### config.mk
export PLATFORM = sky130hd
export DESIGN_NAME = rf_wb_arbiter
export DESIGN_NICKNAME = d
export VERILOG_FILES = /design/src/rtl/rf_pkg.sv /design/src/rtl/rr_arbiter.sv /design/src/rtl/rf_wb_arbiter.sv
export SDC_FILE = /design/constraint.sdc
export NUM_CORES = 1
export LEC_CHECK = 0
export CORE_MARGIN = 2
export CORE_UTILIZATION = 38
export DETAILED_ROUTE_END_ITERATION = 6
export GPL_TIMING_DRIVEN = 0
export PLACE_DENSITY = 0.89
export REMOVE_ABC_BUFFERS = 1
export SYNTH_ARGS = -nofsm -noshare
export SYNTH_HDL_FRONTEND = slang
export SYNTH_SLANG_ARGS = --single-unit
### constraint.sdc
create_clock -name clock -period 2.9 [get_ports clock]
set_input_delay 0.58 -clock clock [delete_from_list [all_inputs] [get_ports clock]]
set_output_delay 0.58 -clock clock [all_outputs]
set_load 0.02 [all_outputs]
### src/rtl/rf_pkg.sv
// Register-file shared definitions: sizes, write-back request record and a helper.
// Latency: n/a (package only).
// Backpressure: n/a.
package rf_pkg;

    localparam int REG_NUM = 16;   // architectural registers, x0 hard-wired zero
    localparam int REG_A_W = 5;    // register address width
    localparam int REG_W   = 32;   // register data width

    typedef struct packed {
        logic               valid;
        logic [REG_A_W-1:0] rd;
        logic [REG_W-1:0]   data;
    } wb_req_t;

    // A destination is writable only if it is not x0 and is inside the file.
    function automatic logic rd_writable(input logic [31:0] rd, input int reg_num);
        return (rd != 32'd0) && (rd < 32'(reg_num));
    endfunction

endpackage

### src/rtl/rr_arbiter.sv
// Combinational round-robin picker: search starts just after last_i and wraps.
// Latency: zero cycles (purely combinational), pointer state lives in the caller.
// Backpressure: en_i low forces an all-zero grant.
// Ports: req_i request vector, en_i grant enable, last_i previous winner,
//        gnt_o one-hot grant, gnt_idx_o encoded winner, gnt_vld_o any grant.
module rr_arbiter #(
    parameter int NUM_REQ = 3,
    parameter int IDX_W   = $clog2(NUM_REQ)
) (
    input  logic [NUM_REQ-1:0] req_i,
    input  logic               en_i,
    input  logic [IDX_W-1:0]   last_i,
    output logic [NUM_REQ-1:0] gnt_o,
    output logic [IDX_W-1:0]   gnt_idx_o,
    output logic               gnt_vld_o
);

    int idx;

    always_comb begin
        gnt_o     = '0;
        gnt_idx_o = '0;
        gnt_vld_o = 1'b0;
        idx       = 0;
        if (en_i) begin
            // Offsets 1..NUM_REQ visit every index once, ending on last_i itself.
            for (int off = 1; off <= NUM_REQ; off++) begin
                idx = int'(last_i) + off;
                if (idx >= NUM_REQ) begin
                    idx = idx - NUM_REQ;
                end
                for (int j = 0; j < NUM_REQ; j++) begin
                    if (!gnt_vld_o && (j == idx) && req_i[j]) begin
                        gnt_vld_o = 1'b1;
                        gnt_o[j]  = 1'b1;
                        gnt_idx_o = IDX_W'(j);
                    end
                end
            end
        end
    end

endmodule

### src/rtl/rf_wb_arbiter.sv
// Write-back arbiter: round-robin shares the single rf write port among NUM_REQ producers.
// Latency: handshake in cycle T, rf_wen high in T+1 (one-entry stage), rf updated at end of T+1.
// Backpressure: hold freezes stage and pointer and drops all req_ready; otherwise one write per cycle.
// Ports: clock/reset (sync, active-high); req_valid/req_rd/req_data/req_ready per requester;
//        hold; rf_wen/rf_rd/rf_wdata to the register file; pending_mask for hazard detection.
module rf_wb_arbiter #(
    parameter int NUM_REQ = 3,
    parameter int REG_NUM = rf_pkg::REG_NUM,
    parameter int REG_A_W = rf_pkg::REG_A_W,
    parameter int REG_W   = rf_pkg::REG_W
) (
    input  logic                             clock,
    input  logic                             reset,
    input  logic [NUM_REQ-1:0]               req_valid,
    input  logic [NUM_REQ-1:0][REG_A_W-1:0]  req_rd,
    input  logic [NUM_REQ-1:0][REG_W-1:0]    req_data,
    output logic [NUM_REQ-1:0]               req_ready,
    input  logic                             hold,
    output logic                             rf_wen,
    output logic [REG_A_W-1:0]               rf_rd,
    output logic [REG_W-1:0]                 rf_wdata,
    output logic [REG_NUM-1:0]               pending_mask
);
    import rf_pkg::*;

    localparam int IDX_W = $clog2(NUM_REQ);

    logic               stg_valid_q, stg_valid_d;
    logic [REG_A_W-1:0] stg_rd_q,    stg_rd_d;
    logic [REG_W-1:0]   stg_data_q,  stg_data_d;
    logic [IDX_W-1:0]   last_q,      last_d;

    logic [NUM_REQ-1:0] gnt;
    logic [IDX_W-1:0]   gnt_idx;
    logic               gnt_vld;

    // No grants while reset is high: a transfer then would be silently lost.
    rr_arbiter #(
        .NUM_REQ (NUM_REQ),
        .IDX_W   (IDX_W)
    ) u_rr (
        .req_i     (req_valid),
        .en_i      (!hold && !reset),
        .last_i    (last_q),
        .gnt_o     (gnt),
        .gnt_idx_o (gnt_idx),
        .gnt_vld_o (gnt_vld)
    );

    assign req_ready = gnt;

    always_comb begin
        stg_valid_d = stg_valid_q;
        stg_rd_d    = stg_rd_q;
        stg_data_d  = stg_data_q;
        last_d      = last_q;
        if (!hold) begin
            if (gnt_vld) begin
                stg_valid_d = 1'b1;
                stg_rd_d    = req_rd[gnt_idx];
                stg_data_d  = req_data[gnt_idx];
                last_d      = gnt_idx;
            end else begin
                // Stage drains every non-hold cycle; rd/data are don't-care once invalid.
                stg_valid_d = 1'b0;
            end
        end
    end

    always_ff @(posedge clock) begin
        if (reset) begin
            stg_valid_q <= 1'b0;
            stg_rd_q    <= '0;
            stg_data_q  <= '0;
            last_q      <= IDX_W'(NUM_REQ - 1);
        end else begin
            stg_valid_q <= stg_valid_d;
            stg_rd_q    <= stg_rd_d;
            stg_data_q  <= stg_data_d;
            last_q      <= last_d;
        end
    end

    // x0 and out-of-range destinations still consume a slot but never write.
    assign rf_wen   = stg_valid_q && !hold && !reset &&
                      rd_writable(32'(stg_rd_q), REG_NUM);
    assign rf_rd    = stg_rd_q;
    assign rf_wdata = stg_data_q;

    // Looping over k < REG_NUM from 1 drops x0 and out-of-range rd naturally.
    always_comb begin
        pending_mask = '0;
        if (!reset) begin
            for (int k = 1; k < REG_NUM; k++) begin
                if (stg_valid_q && (32'(stg_rd_q) == 32'(k))) begin
                    pending_mask[k] = 1'b1;
                end
                for (int i = 0; i < NUM_REQ; i++) begin
                    if (req_valid[i] && (32'(req_rd[i]) == 32'(k))) begin
                        pending_mask[k] = 1'b1;
                    end
                end
            end
        end
    end

endmodule

# ---- Yosys cells after proc, flatten, opt, wreduce, memory -nomap -nowiden
# Index checks and enable logic that the tools add are counted.
dict set report word_totals {
  ff_bits 40
  out_inout_bits 57
  wordCells 287
}
dict set report classes {
  addsub 6
  n_lt_le_gt_ge 5
  n_eq_ne 66
  muxes 108
  bitwise_logic 1
  reduce_logical 97
}
# cell count
set ops {}
lappend ops {{$mux 32} 7}
lappend ops {{$eq 5x4->1 const B} 32}
lappend ops {{$eq 2x32->1 const A} 3}
lappend ops {{$eq 3x32->1 const A} 3}
lappend ops {{$ge 32x3->1 const B} 3}
lappend ops {{$logic_not 32->1} 3}
lappend ops {{$sub 32x3->32 const B} 3}
lappend ops {{$mux 1} 88}
lappend ops {{$logic_and 1x1->1} 82}
lappend ops {{$eq 5x3->1 const B} 16}
lappend ops {{$bmux 32 s2} 1}
lappend ops {{$eq 5x2->1 const B} 8}
lappend ops {{$eq 5x1->1 const B} 4}
lappend ops {{$mux 2} 8}
lappend ops {{$mux 15} 1}
lappend ops {{$bmux 5 s2} 1}
lappend ops {{$logic_not 1->1} 10}
lappend ops {{$add 2x2->3 const B} 2}
lappend ops {{$lt 5x5->1 const B} 1}
lappend ops {{$mux 5} 1}
lappend ops {{$reduce_bool 5->1} 1}
lappend ops {{$add 2x1->3 const B} 1}
lappend ops {{$lt 2x3->1 const B} 1}
lappend ops {{$mux 3} 1}
lappend ops {{2 further kinds} 2}

# ---- Longest topological paths before layout
# Gate-level depths: netlist of the first run.
dict set report depth {
  depth_word 50
  depth_mapped 10
}

# ---- Hierarchy
# A second synthesis of the first run with hierarchy kept.
dict set report hier_totals {
  cells_unflattened 344
  area_unflattened_um2 3160.5
}
# module n_inst cells_per_inst area_each_um2 seq_area_each_um2
set by_module_without_submodules {}
lappend by_module_without_submodules {rf_wb_arbiter 1 308 2924.1 800.8}
lappend by_module_without_submodules {rr_arbiter 1 36 236.5 0.0}

# ---- Worst setup path before layout of the first run
# Ideal clock, no wire load.
dict set report synth_timing {
  kind {in2out}
  from {input reset}
  to {output rf_wen}
  arrival_time_ns 1.857
  required_time_ns 2.320
  setup_slack_ns 0.463
  cell_stages 2
  n_path_buf 1
  cell_sequence {clkbuf_1 -> a2111oi_0}
}
dict set report synth_between {
  elab_chain_cells 3
}
# item line
set synth_lines {}
lappend synth_lines {{start: declaration} rf_wb_arbiter.sv:13} ;# input logic reset,
lappend synth_lines {{$logic_not 1->1} n/a}
lappend synth_lines {{$logic_and 1x1->1 (2 in a row)} rf_wb_arbiter.sv:85} ;# assign rf_wen = stg_valid_q && !hold && !reset &&
lappend synth_lines {{end: declaration} rf_wb_arbiter.sv:19} ;# output logic rf_wen,
# Every way passes these cells.

# ---- Worst setup path in the final report of the first run
dict set report layout_timing {
  from {register last_q[0]}
  to {output req_ready[2]}
}
dict set report layout_between {
  elab_chain_cells 48
  elab_cells_between_ends 69
  classes_between {add/sub: 6; order compare: 3; eq/ne: 6; mux: 26; reduce/logical: 28}
}
# item line
set layout_lines {}
lappend layout_lines {{start: declaration} rf_wb_arbiter.sv:31} ;# logic [IDX_W-1:0] last_q, last_d;
lappend layout_lines {{start signal: assignment} rf_wb_arbiter.sv:75} ;# last_q <= IDX_W'(NUM_REQ - 1);
lappend layout_lines {{start signal: assignment} rf_wb_arbiter.sv:80} ;# last_q <= last_d;
lappend layout_lines {{$add 2x1->3} rr_arbiter.sv:28} ;# idx = int'(last_i) + off;
lappend layout_lines {{$sub 32x3->32 / $ge 32x3->1 (equally long branches)} {rr_arbiter.sv:30, rr_arbiter.sv:29}}
lappend layout_lines {{$mux 32} rr_arbiter.sv:29} ;# if (idx >= NUM_REQ) begin
lappend layout_lines {{$mux 32} rr_arbiter.sv:25} ;# if (en_i) begin
lappend layout_lines {{$logic_not 32->1} rr_arbiter.sv:33} ;# if (!gnt_vld_o && (j == idx) && req_i[j]) begin
lappend layout_lines {{$logic_and 1x1->1} rr_arbiter.sv:33}
lappend layout_lines {{$mux 1} rr_arbiter.sv:33}
lappend layout_lines {{$mux 1} rr_arbiter.sv:25}
lappend layout_lines {{(+30 left out)} n/a}
lappend layout_lines {{$logic_not 1->1} rr_arbiter.sv:33}
lappend layout_lines {{$logic_and 1x1->1 (2 in a row)} rr_arbiter.sv:33}
lappend layout_lines {{$mux 1} rr_arbiter.sv:33}
lappend layout_lines {{$mux 1} rr_arbiter.sv:25}
lappend layout_lines {{$logic_not 1->1} rr_arbiter.sv:33}
lappend layout_lines {{$logic_and 1x1->1 (2 in a row)} rr_arbiter.sv:33}
lappend layout_lines {{$mux 1 *} rr_arbiter.sv:33}
lappend layout_lines {{$mux 3 *} rr_arbiter.sv:25}
lappend layout_lines {{end: declaration} rf_wb_arbiter.sv:17} ;# output logic [NUM_REQ-1:0] req_ready,
# Every way passes the cells marked *; elsewhere a longest branch is shown, timed or not. The select of a mux whose other input is x is not followed.

==> results of run 1 <==
[worst max-delay path, cell delays in order (launching register included)]
cell                            delay, ns
sky130_fd_sc_hd__dfxtp_1             0.39
sky130_fd_sc_hd__inv_1               0.12
sky130_fd_sc_hd__ha_4                0.30
sky130_fd_sc_hd__a211oi_2            0.38
sky130_fd_sc_hd__o21ai_4             0.20
sky130_fd_sc_hd__a21boi_4            0.23
sky130_fd_sc_hd__dlygate4sd2_1       0.36
[per-stage QoR]
| step | setup slack, ns | cells | hold WS (ns) | power [mW] |
|---|---|---|---|---|
| global route | -0.0801 | 635 | 0.512 | 2.88 |
| finish | 0.0269 | 635 | 0.495 | 2.75 |
| CTS | -0.0267 | 633 | 0.495 | 2.69 |
| floorplan | 0.117 | 346 | 0.446 | 1.48 |
| global placement | -2.23 | 620 | 0.462 | 2.11 |
| detailed placement | -1.47 | 622 | 0.484 | 2.15 |
[cells in the mapped netlist, drive strengths merged]
library cell  instances
o31ai                 1
a221oi                2
o22ai                 2
ha                    4
a31oi                10
a22oi                54
and2                  3
nor3                  4
nand3b                1
nand2b                6
conb                  1
a21oi                15
a21boi               17
nand4                 1
or2                   1
a211oi                2
o21ai                42
clkbuf               14
a21o                  3
a41oi                 1
buf                  21
inv                   8
a211o                 1
nor3b                21
o22a                  1
and3b                 1
nor2b                12
nand3                28
o21bai                1
and4b                 2
dfxtp                40
nand2                17
a2111oi               1
a32oi                 3
a222oi               17
nor2                 21
and3                  2
[logic make-up (layout without fill, tap and decap cells)]
kind of cell	count (synthesis)	count (layout)	synth area share, %
other cells	1	1	0.127
compound gates	173	175	41.4
fa+ha+maj	4	4	1.70
buf+inv	43	192	7.51
simple gates	120	121	22.1
flops	40	40	27.1
[final cells by class]
| type | count | area share, % |
|---|---|---|
| Multi-Input combinational cell | 301 | 42.7 |
| Clock inverter | 1 | 0.605 |
| Inverter | 8 | 0.605 |
| Tap cell | 102 | 2.57 |
| Timing Repair Buffer | 176 | 35.4 |
| Clock buffer | 7 | 1.94 |
| Sequential cell | 40 | 16.1 |
[metal layers]
layer	track usage [%]	part of all wire, %	vias up
met3	6.33	9.8	30
met4	10.2	2.9	0
li1	-	-	1795
met1	35.7	40	1860
met2	48.6	48	256
met5	0	0	-
[final timing paths]
kind / cells after the start / slack, ns / end
setup reg to reg: 7 / 0.06 / rf_wdata[14]$_SDFFE_PP0P_
hold reg to reg: 2 / 0.49 / stg_valid_q$_SDFFE_PP0N_
hold / removal: 2 / 0.49 / stg_valid_q$_SDFFE_PP0N_
setup / recovery: 6 / 0.03 / req_ready[2]
[flip-flops by register name, summed over array words and instances (netlist names)]
signal / flops
rf_wdata: 32
rf_rd: 5
last_q: 2
stg_valid_q: 1
[timing repair]
item | in CTS | in global routing
cloned | 1 | 2
pin swaps | 3 | 2
setup endpoints to repair | 59 | 53
buffers inserted | 2 | 0
resized for setup | 58 | 25
[power groups by stage]
stage / registers, mW / logic, mW / clock network [mW]
floorplan: 0.954 / 0.529 / 0
global placement: 0.801 / 1.30 / 0
detailed placement: 0.810 / 1.34 / 0
CTS: 0.798 / 1.38 / 0.514
global route: 0.818 / 1.52 / 0.539
finish: 0.801 / 1.43 / 0.513
==> reports/results.txt, run 1 <==
Clock-pin slew was measured on the worst setup and hold paths at 0.09 ns. The run finished with clean final reports. The run gives 357 as the iteration-0 DRC count of the detailed router.

The post-synthesis cell count is 381, and the area of all placed cells without fillers is 4960 sq um. Wires add up to 12,800 um. Number of global-route vias before repair: 3,842. The number of storage elements in the synthesis netlist was 40; the post-route clock period utilization was 99.1%.

The number of iterations in the first detailed-routing pass is 5. Arrival time of data at the critical path endpoint: 2.29 ns. Summed over all nets, the half-perimeter wirelength after detailed placement is 8620 um. STA classifies the critical path endpoint as an output pin. The footprint of the flip-flops and latches is 801 sq um. The max capacitance violation total is 0. The type of the setup path with the least slack was flip-flop to output pin. The placed instances occupy a cell area of 4660 sq um. The floorplan step defined a core boundary enclosing 7610 sq um. The tools report the core utilization of the finished layout as 65.3%. Most common cell after layout, fill and taps aside: sky130_fd_sc_hd__clkdlybuf4s50_1. Internal power comes to 1.65 mW. The worst register-to-register path begins at last_q[1]$_SDFFE_PP1P_. The maximum fanout count along the critical path is 12.

In the routed layout, each cell is associated on average with a via count of 6.21. The run gives 0 ns as the setup TNS. The tools report the CTS H-tree depth as 2. The worst hold path begins at stg_valid_q$_SDFFE_PP0N_. Of the synthesized area, sequential elements account for 27.1%.

The initialized floorplan defines 32 standard-cell rows. Kind of start point of the critical path: a flip-flop. At the worst endpoint, the required time is 2.32 ns. Compared with the post-synthesis result, the final layout area differs by 68.3%. The filler cells instantiated in the layout total 635.

In this run the remaining antenna-violating nets after routing total 0. Summed over all nets, the switching power comes to 1.10 mW. Measured against its own limit, the worst slew margin works out to 30.8%. For this design, the sink count on the clock tree is 40.

TritonCTS built the clock tree. The count of input and output buffers is 172, and the final clock skew is 0.00905 ns. The per-instance average area after synthesis works out to 7.74 sq um.

The tree is rooted in a sky130_fd_sc_hd__clkbuf_8. The static leakage came out at 1.78 nW. The placer congestion estimate is 0.924.

sky130_fd_sc_hd__dfxtp_1 takes more of the synthesized area than any other cell. The number of failing hold endpoints at the final stage came out at 0. For this configuration, the core starts out at a cell density of 38.8%. The library cells used most frequently in the layout, excluding fill and tap cells, are sky130_fd_sc_hd__clkdlybuf4s50_1, sky130_fd_sc_hd__a22oi_1, sky130_fd_sc_hd__dfxtp_1, sky130_fd_sc_hd__o21ai_1, sky130_fd_sc_hd__nand3_1. Timing would allow up to 0.348 GHz. After clock tree synthesis, the flow added hold-fix buffers numbering 0.

Summing every instance area after synthesis gives 2950 sq um. The initial antenna violation count is 0. Counting the buffers created by CTS gives 5.

Combinational logic is responsible for 52.2% of the overall power. The remaining design rule violation count was 0. The area share of the leading cell type in the synthesized netlist is 27.1%, and the area of combinational cells with multiple inputs is 2120 sq um. The share of total power dissipated in sequential elements is 29.2%. The maximum ir drop on the vdd rail was 0.348 mV; the routed wirelength normalized by instance count was 20.1 um. The detailed router placed 3,941 vias in this run. In this run the horizontal extent of the chip is 92.1 um. At the pin with the least slew margin, the transition time is 1.04 ns. Count of pins over their slew limit: 0. At the later pin of the worst-skew pair, clock insertion delay measures 0.30 ns. Yosys attributes the largest share of cell area to sky130_fd_sc_hd__dfxtp_1, sky130_fd_sc_hd__a22oi_1, sky130_fd_sc_hd__a222oi_1.

The run gives 0 as the warning count from the yosys run. Setup repair after global routing could not meet its margin everywhere. The die covers 8490 sq um. Setup violations remaining at the end of the flow were counted as 0. In this run the worst hold path is classified as flip-flop to flip-flop. Of the total power, the share spent switching nets is 40.0%. Entering global routing, the biggest net connects 40 pins. The first global-routing pass estimated 19,600 um of wire. The power density over the cells works out to 553 nW/um^2. The share of post-route cells with drive strength above 1 came out at 9.19%. The die span in y is 92.1 um. The clock network burns 18.7% of the power. The antenna diode count is 0, and the number of I/O pins is 174.

Counting I/O delays and the setup requirement, the final critical path takes 2.87 ns. The clock passes through at most 2 buffers. The synthesized netlist contains 43 unique library cells. For the global routing usage summed across all routing layers, the log shows 28.7%.

The launching element of the worst setup path is last_q[0]$_SDFFE_PP0P_. For the total congestion overflow after global routing, the log shows 0. At the end of the flow, the number of nets in the layout was 653.
Note: power is estimated with default switching activity, not from simulation.
==> run 2: changes to the inputs <==
--- a/config.mk
+++ b/config.mk
@@ -6,10 +6,10 @@
 export NUM_CORES = 1
 export LEC_CHECK = 0
 export CORE_MARGIN = 2
-export CORE_UTILIZATION = 38
+export CORE_UTILIZATION = 41
 export DETAILED_ROUTE_END_ITERATION = 6
 export GPL_TIMING_DRIVEN = 0
-export PLACE_DENSITY = 0.89
+export PLACE_DENSITY = 0.94
 export REMOVE_ABC_BUFFERS = 1
 export SYNTH_ARGS = -nofsm -noshare
 export SYNTH_HDL_FRONTEND = slang
==> constraint.sdc (replaced) <==
create_clock -name clock -period 3.65 [get_ports clock]
set_input_delay 0.73 -clock clock [delete_from_list [all_inputs] [get_ports clock]]
set_output_delay 0.73 -clock clock [all_outputs]
set_load 0.02 [all_outputs]
==> reports/results.txt, run 2 (same netlist as run 1, synthesis figures left out) <==
Floorplan die width: 88.8 um (was 92.1 um). The max capacitance violation total came out at 0 (unchanged). For the CTS H-tree depth, the log shows 2 (unchanged). The number of iterations in the first detailed-routing pass was 5 (unchanged). The transition time of the tightest slew-check pin works out to 1.25 ns (was 1.04 ns). For the static leakage, the log shows 1.67 nW (was 1.78 nW).

The core utilization of the finished layout was 70.3% (was 65.3%); the cell row count was 30 (was 32). The count of endpoints failing setup in the final report came out at 0 (unchanged). The tools report the final worst hold slack as 0.491 ns (was 0.495 ns). The tools report the critical path capture point type as an output pin (unchanged). The logs give 4830 sq um (was 4960 sq um) for the area of all placed cells without fillers and 388 (was 357) for the iteration-0 DRC count of the detailed router.

The run gives 16.3% (was 30.8%) as the relative slew slack. Most common cell after layout, fill and taps aside: sky130_fd_sc_hd__clkdlybuf4s50_1 (unchanged). The run gives 2.03 mW (was 2.75 mW) as the total power after layout. Area of combinational cells with multiple inputs: 2000 sq um (was 2120 sq um). Number of global-route vias before repair: 3,962 (was 3,842). TritonCTS built the clock tree. For this run, the top clock speed supported by timing is 0.286 GHz.

Setup repair after global routing left no endpoint under its margin. The worst endpoint required time is 2.92 ns (was 2.32 ns), and the antenna diode count is 0 (unchanged). The run gives 0.29 ns (was 0.30 ns) as the clock network latency to the later pin of the worst-skew pair. The path category of the worst min-delay check was flip-flop to flip-flop (unchanged). The starting density of the core is 43.0% (was 38.8%). The die span in y came out at 88.8 um (was 92.1 um).

The smallest clock period supported by the final layout is computed as 3.50 ns. The count of input and output buffers is 172 (unchanged), and the largest net degree at the start of global routing is 40 (unchanged). The total via count in the routed design was 3,983 (was 3,941); the detail-routed via count per cell was 6.35 (was 6.21). The initial antenna violation count was 0 (unchanged); the number of fill cells was 563 (was 635).

The total congestion overflow after global routing came out at 0 (unchanged). Number of CTS-inserted buffers: 5 (unchanged). The final routed wirelength across all metal layers was 12,200 um (was 12,800 um); the filler-free cell count of the finished design was 627 (was 635). The run gives 2 (unchanged) as the number of buffers on the longest clock path.

The number of failing hold endpoints at the final stage is 0 (unchanged), and the share of post-route cells with drive strength above 1 is 6.21% (was 9.19%). The remaining design rule violation count was 0 (unchanged). The logs give 40 (unchanged) for the number of sinks on the clock net and 0.979 (was 0.924) for the placer congestion estimate. Clock-pin slew on the worst setup and hold paths: 0.07 ns (was 0.09 ns).

The power density over the cells works out to 420 nW/um^2 (was 553 nW/um^2). The depth of the worst register-to-register path is 7 (unchanged), and the count of cells along the worst hold path is 2 (unchanged). Footprint of the flip-flops and latches: 801 sq um (unchanged). The run finished with clean final reports. The number of routed nets with antenna violations came out at 0 (unchanged). The buffer type at the clock tree root is sky130_fd_sc_hd__clkbuf_8 (unchanged). The logs give 30.2% (was 28.7%) for the global routing usage summed across all routing layers and 0 ns (unchanged) for the setup TNS. Half-perimeter wire length of the detailed placement result: 8710 um (was 8620 um). In the finished design, the share of the clock period the worst path needs comes to 95.9%. The tools report the number of I/O pins as 174 (unchanged). Maximum fanout count along the critical path: 18 (was 12). The maximum ir drop on the vdd rail came out at 0.296 mV (was 0.348 mV).

For the final clock skew, the log shows 0.0120 ns (was 0.00905 ns). The worst slack after detailed placement is -0.918 ns (was -1.47 ns). The first-pass GRT wire length is 18,800 um (was 19,600 um), and the arrival time of data at the critical path endpoint is 2.77 ns (was 2.29 ns). For the count of nets after finishing, the log shows 651 (was 653). The core region area was 6870 sq um (was 7610 sq um). The post-place instance area was 4650 sq um (was 4660 sq um); the synthesis-to-finish area growth was 63.7% (was 68.3%). Number of instances in the placed design: 616 (was 622). Type of the setup path with the least slack: primary input to output pin (was flip-flop to output pin).

Commonest non-fill, non-tap cells in the layout: sky130_fd_sc_hd__clkdlybuf4s50_1, sky130_fd_sc_hd__a22oi_1, sky130_fd_sc_hd__dfxtp_1, sky130_fd_sc_hd__o21ai_1, sky130_fd_sc_hd__nand3_1 (unchanged). The setup slack of the critical path after layout came out at 0.149 ns (was 0.0269 ns). Kind of start point of the critical path: a primary input (was a flip-flop). The tools report the floorplan die area as 7890 sq um (was 8490 sq um). The count of pins over their slew limit was 0 (unchanged); the number of flip-flops in the largest register was 32 (unchanged). The routed wirelength normalized by instance count works out to 19.5 um (was 20.1 um).
==> run 2: changes by cell type in the layout (fill, tap and decap cells not counted), moves of 2 or more <==
cell,delta
sky130_fd_sc_hd__clkbuf_2,-3
sky130_fd_sc_hd__clkbuf_8,-2
sky130_fd_sc_hd__clkdlybuf4s15_1,-7
sky130_fd_sc_hd__clkdlybuf4s50_1,+21
sky130_fd_sc_hd__dlygate4sd2_1,-10
sky130_fd_sc_hd__ha_1,+2
sky130_fd_sc_hd__nor2b_1,+6
sky130_fd_sc_hd__nor2b_2,-3
sky130_fd_sc_hd__nor2b_4,-3
sky130_fd_sc_hd__nor3b_2,+3
sky130_fd_sc_hd__nor3b_4,-3
==> run 2: area by class of cell <==
type	instances	area share (%)
clock buffer	6	1.50
multi-input combinational	298	41.4
sequential	40	16.6
tap	96	2.49
timing repair buffer	177	37.1
clock inverter	2	0.337
inverter	8	0.622
==> run 2: worst paths after layout <==
kind,start,to,slack (ns)
worst max-delay path,hold,req_ready[1],0.15
worst min-delay path,stg_valid_q$_SDFFE_PP0N_,stg_valid_q$_SDFFE_PP0N_,0.49
worst max register to register,last_q[0]$_SDFFE_PP0P_,rf_wdata[13]$_SDFFE_PP0P_,0.71
worst min register to register,stg_valid_q$_SDFFE_PP0N_,stg_valid_q$_SDFFE_PP0N_,0.49
==> run 2: repair_timing <==
item | in CTS | in global routing
pin swaps | 1 | 1
endpoints found under the setup margin | 55 | 15
buffers inserted | 1 | 2
resized for setup | 21 | 7
cloned | 0 | 0
hold buffers | 0 | 0
==> run 2: per-layer routing <==
layer / vias to the layer above / part of all wire [%] / wire length (um) / global-route usage, %
met4: 0 / 3.0 / 365 / 12.1
met2: 243 / 50 / 6100 / 53.7
met3: 32 / 8.5 / 1040 / 6.34
li1: 1785 / - / - / -
met5: - / 0 / 0 / 0
met1: 1923 / 39 / 4730 / 35.0
==> run 2: worst max-delay path: stages <==
cell and delay (ns):
sky130_fd_sc_hd__clkdlybuf4s50_1 0.54, sky130_fd_sc_hd__nor2_4 0.18, sky130_fd_sc_hd__buf_8 0.18, sky130_fd_sc_hd__nand2_1 0.08, sky130_fd_sc_hd__a21o_2 0.35, sky130_fd_sc_hd__inv_1 0.10, sky130_fd_sc_hd__clkdlybuf4s50_1 0.60
==> run 2: power breakdown <==
group / switching, mW / internal [mW]
logic: 0.590 / 0.501
clock network: 0.164 / 0.136
registers: 0.0844 / 0.552
total: 0.839 / 1.19
==> variant 1 (flow settings as in run 2) <==
Set the package constant `REG_NUM` to 15 (it was 16).
--- a/src/rtl/rf_pkg.sv
+++ b/src/rtl/rf_pkg.sv
@@ -4,5 +4,5 @@
 package rf_pkg;
 
-    localparam int REG_NUM = 16;   // architectural registers, x0 hard-wired zero
+    localparam int REG_NUM = 15;   // architectural registers, x0 hard-wired zero
     localparam int REG_A_W = 5;    // register address width
     localparam int REG_W   = 32;   // register data width
Interface: changed (resized pending_mask); port bits go from 174 to 173. The function was not compared with the original's and may differ.
==> variant 1 against run 2 <==
Power is 25% lower. Wire length is 13% lower. Non-clock buffer count is 8 higher. Final area is 1.1% lower. Setup slack worse by 58 ps. Count of clock-buffer cells in the layout is 1 higher. Sequential cell count stayed put. Synthesized area is 8.1% lower.
==> variant 1: results (changes against run 2) <==
[layout]
final_nets = 624  ; was 651
drive_above_1_share = 0.0893  ; was 0.0621
fin_cells = 581  ; was 627

[yosys]
yosysSeqAreaShare = 0.295  ; was 0.271
avgSynthCellArea_sq_um = 8.15  ; was 7.74 sq um
synthArstFlopShare = 0  ; unchanged
yosys-top-cells-count = 46 x a22oi_1, 40 x dfxtp_1, 27 x mux2i_1, 26 x nand2_1, 17 x o21ai_1  ; was 54 x a22oi_1, 40 x dfxtp_1, 30 x o21ai_1, 28 x nand3_1
synth.distinct_cells = 46  ; was 43
ys_top_cells_by_area = dfxtp_1 30%, a22oi_1 13%, mux2i_1 10%, nand2_1 3.6%, a31oi_1 3.5%  ; was dfxtp_1 27%, a22oi_1 14%, a222oi_1 5.8%, nor3b_1 5.3%, o21ai_1 5.1%

[global_route]
grt_usage = 0.282  ; was 0.302
grt_pass1_wl_mm = 16.7  ; was 18.8 mm
grtUsageMet2 = 0.525  ; was 0.537
use_met1 = 0.317  ; was 0.350
grt_overflow = 0  ; unchanged
met3_usage = 0.0535  ; was 0.0634
grt_max_degree = 38  ; was 40
grt_pass1_vias = 3518  ; was 3,962

[power]
ir_drop_mv = 0.286  ; was 0.296 mV
power.leakage_uw = 0.00173  ; was 0.00167 uW
netSwitchingFraction = 0.350  ; was 0.414

[placed_design]
place.gp.congestion = 0.948  ; was 0.979
detailed_place_hpwl_mm = 8.13  ; was 8.71 mm
place_ws_ps = -1070  ; was -918 ps
dp.cells = 565  ; was 616

[critical_path]
cp.arrival_ps = 2830  ; was 2770 ps
critical-path-max-stage-delay_ps = 630  ; was 600 ps
worstPathMaxFanout = 7  ; was 18

[drt]
met3WireLength_microns = 926  ; was 1.04 mm
wl_met1_mm = 3.81  ; was 4.73 mm
via_per_inst = 6.04  ; was 6.35
drt_iter0_markers = 162  ; was 388
dr_wl_met2_mm = 5.57  ; was 6.10 mm

[cts]
cts_buffers = 5  ; unchanged
cts_resized = 12  ; was 21
cts_setup_buffers = 5  ; was 1

[run_status]
status = finished, final reports clean  ; unchanged

[sta]
skew_ps = 10.7  ; was 12.0 ps
worst_pin_slew_ps = 850  ; was 1250 ps

==> variant 1: kinds of logic (layout without fill, tap and decap cells) <==
family                   count (synthesis)  after routing  synth area share
multiplexers                            27             27            0.0996
buffers and inverters                   36            207            0.0650
other                                    1              1           0.00138
AO/OA/AOI/OAI                          134            134             0.347
flip-flops                              40             40             0.295
adder cells (fa/ha/maj)                  4              4            0.0185
AND/OR/NAND/NOR                         91             91             0.173
==> variant 1: through the flow <==
stage           util  hold WS [ps]  power, uW  TNS, ps  area [sq um]
6_report       0.748           468       1520        0          4780
5_1_grt        0.748           504       1590        0          4780
4_1_cts        0.739           466       1510        0          4720
3_5_place_dp   0.711           446       1200   -10910          4540
3_3_place_gp   0.688           441       1160  -130370          4400
2_1_floorplan      -           431        832   -47520          2590
==> variant 1: final cells by class <==
type	instances	area (sq um)
Fill cell	451	1610
Multi-Input combinational cell	257	1820
Tap cell	77	96.3
Clock buffer	7	86.3
Timing Repair Buffer	185	1900
Inverter	14	56.3
Clock inverter	1	7.51
Sequential cell	40	801
==> variant 1: path summary, 6_finish.rpt <==
kind                 from         endpoint  slack, ps  cells after the start
min reg2reg  rf_wdata[30]     rf_wdata[30]        470                      2
max          req_valid[2]  pending_mask[8]         90                      6
max reg2reg     last_q[1]      rf_wdata[0]        840                      8
min          rf_wdata[30]     rf_wdata[30]        470                      2
==> variant 1: tightest hold or removal path: stages (launching register included) <==
cell and delay, ps:
dfxtp_1 330, nand2_1 50, o311ai_1 60
==> variant 1: power groups by stage <==
stage | registers (uW) | logic (uW) | clock network (uW)
CTS | 543 | 659 | 313
floorplan | 617 | 216 | 0
detailed placement | 551 | 648 | 0
global route | 552 | 706 | 328
global placement | 547 | 608 | 0
finish | 544 | 667 | 305
==> variant 2 (settings of run 2) <==
Made on the original files. Reset style: asynchronous (`reset`), changed in one clocked block.
--- a/src/rtl/rf_wb_arbiter.sv
+++ b/src/rtl/rf_wb_arbiter.sv
@@ -68,5 +68,5 @@
     end
 
-    always_ff @(posedge clock) begin
+    always_ff @(posedge clock or posedge reset) begin
         if (reset) begin
             stg_valid_q <= 1'b0;
Function: differs if reset is asserted again (counterexample within 4 cycles, from zero or initial values and one cycle with reset high); with reset held inactive, the same outputs for 4 cycles.
==> variant 2 against run 2 <==
Utilization shrank 1.2 points. Setup slack lost 64 ps. Sequential cell count is the same. Power grew 37%. Global-route usage shrank 3.0 points. Final area grew 2.7%. Synthesized area grew 2.0%. Synthesized cell count shrank 7.1%. Via count shrank 11%. Clock skew shrank 5.2 ps. Clock power grew 2%. Count of clock-buffer cells in the layout is the same. Wire length shrank 5.5%. Largest power group unchanged.
==> variant 2: results (changes against run 2) <==
[run_status]
status = finished, final reports clean  ; unchanged

[placed_design]
detailed_place_hpwl_mm = 8.34  ; was 8.71 mm
place.gp.congestion = 0.947  ; was 0.979
placed_area_sq_um = 4760  ; was 4650 sq um

[drt]
dr.pass1.iters = 5  ; unchanged
wl_per_cell_microns = 18.9  ; was 19.5 microns
vias = 3557  ; was 3,983
drt_iter0_markers = 199  ; was 388

[cts]
ctsLongestPathBuffers = 2  ; unchanged
clkLatencyLatePin_ps = 290  ; about the same

[global_route]
grt_pass1_vias = 3374  ; was 3,962
grt_max_degree = 41  ; was 40
grt_pass1_wl_mm = 16.8  ; was 18.8 mm
grt_usage = 0.271  ; was 0.302

[yosys]
yosysSeqAreaShare = 0.333  ; was 0.271
ys_top_cells_by_area = dfrtp_1 32%, mux2i_1 12%, o221ai_1 11%, o21ai_0 7.0%, inv_1 6.0%  ; was dfxtp_1 27%, a22oi_1 14%, a222oi_1 5.8%, nor3b_1 5.3%, o21ai_1 5.1%
synth.distinct_cells = 41  ; was 43
synthArstFlopShare = 1.00  ; was 0

[worst_hold_path]
holdPathStages = 1  ; was 2
hp-start = stg_valid_q  ; unchanged
hp-class = register to register  ; unchanged

[layout]
fillCellCount = 565  ; was 563
final_nets = 634  ; was 651
drive_above_1_share = 0.0623  ; was 0.0621

[critical_path]
cp.arrival_ps = 2840  ; was 2770 ps
worstPathMaxFanout = 10  ; was 18
r2r_start = last_q[1]  ; was last_q[0]
crit_path_start = req_valid[0]  ; was hold

[power]
ir_drop_mv = 0.290  ; was 0.296 mV
switching_power_uw = 1210  ; was 839 uW
power.leakage_uw = 0.00240  ; was 0.00167 uW

[sta]
max_slew_margin = 0.296  ; was 0.163
skew_ps = 6.76  ; was 12.0 ps

variant 2: cell types whose count changed after synthesis, moves of 7 or more:
cell and delta:
nand2_1 -7, inv_1 +40, mux2i_1 +37, o21ai_0 +30, nor3b_1 -18, a222oi_1 -17
dfrtp_1 +39, o21ai_1 -27, o221ai_1 +37, nand3_1 -18, dfxtp_1 -40, a21boi_0 -15
a22oi_1 -36
variant 2: cell families after synthesis:
family,count (synthesis),share of synthesized area
simple gates,66,0.118
buf+inv,74,0.106
mux,37,0.123
flops,40,0.333
compound gates,132,0.302
other cells,1,0.00125
fa+ha+maj,4,0.0166
variant 2: through the flow:
stage / setup slack (ps) / cells / setup TNS (ps)
after floorplan: 231 / 328 / 0
after global placement: -835 / 599 / -27180
after detailed placement: -933 / 601 / -2600
after CTS: 14.8 / 611 / 0
after global routing: -7.11 / 613 / -7.11
final: 84.7 / 613 / 0
variant 2: final timing paths:
| path | endpoint | slack [ps] |
|---|---|---|
| worst max-delay path | req_ready[2] | 80 |
| worst min-delay path | stg_valid_q | 530 |
| worst max register to register | rf_wdata[25] | 480 |
| worst min register to register | stg_valid_q | 530 |
| max in group asynchronous | rf_wdata[23] | 1930 |
| min in group asynchronous | last_q[0] | 1190 |
variant 2: critical path, cell delays in order:
cell             delay (ps)
clkdlybuf4s50_1         620
a211oi_1                140
o21ai_1                 390
o21ai_2                 150
nand2_4                 210
inv_1                    60
clkdlybuf4s50_1         540
variant 2: cell type report:
cell class / count / area [sq um] / share of cell area
clock inverter: 2 / 10.0 / 0.00202
sequential: 40 / 1000 / 0.202
clock buffer: 6 / 82.6 / 0.0166
timing repair buffer: 176 / 1790 / 0.361
inverter: 48 / 180 / 0.0363
tap: 99 / 124 / 0.0250
multi-input combinational: 242 / 1770 / 0.357
variant 2: timing repair:
item	in CTS	in global routing
setup buffers	1	1
resized for setup	17	13
cloned	1	1
setup endpoints to repair	15	13
pin swaps	2	2
variant 2: per-layer routing:
metal,vias up,part of all wire,GRT usage
met1,1684,0.40,0.353
li1,1631,-,-
met2,220,0.48,0.463
met4,0,0.023,0.0746
met3,22,0.087,0.0512
met5,-,0,0
variant 2: power by group through the flow:
stage	Combinational (uW)	Clock [uW]	Sequential (uW)
global route	1780	336	831
global placement	1550	0	795
CTS	1650	312	802
finish	1670	307	807
floorplan	599	0	1030
detailed placement	1610	0	811
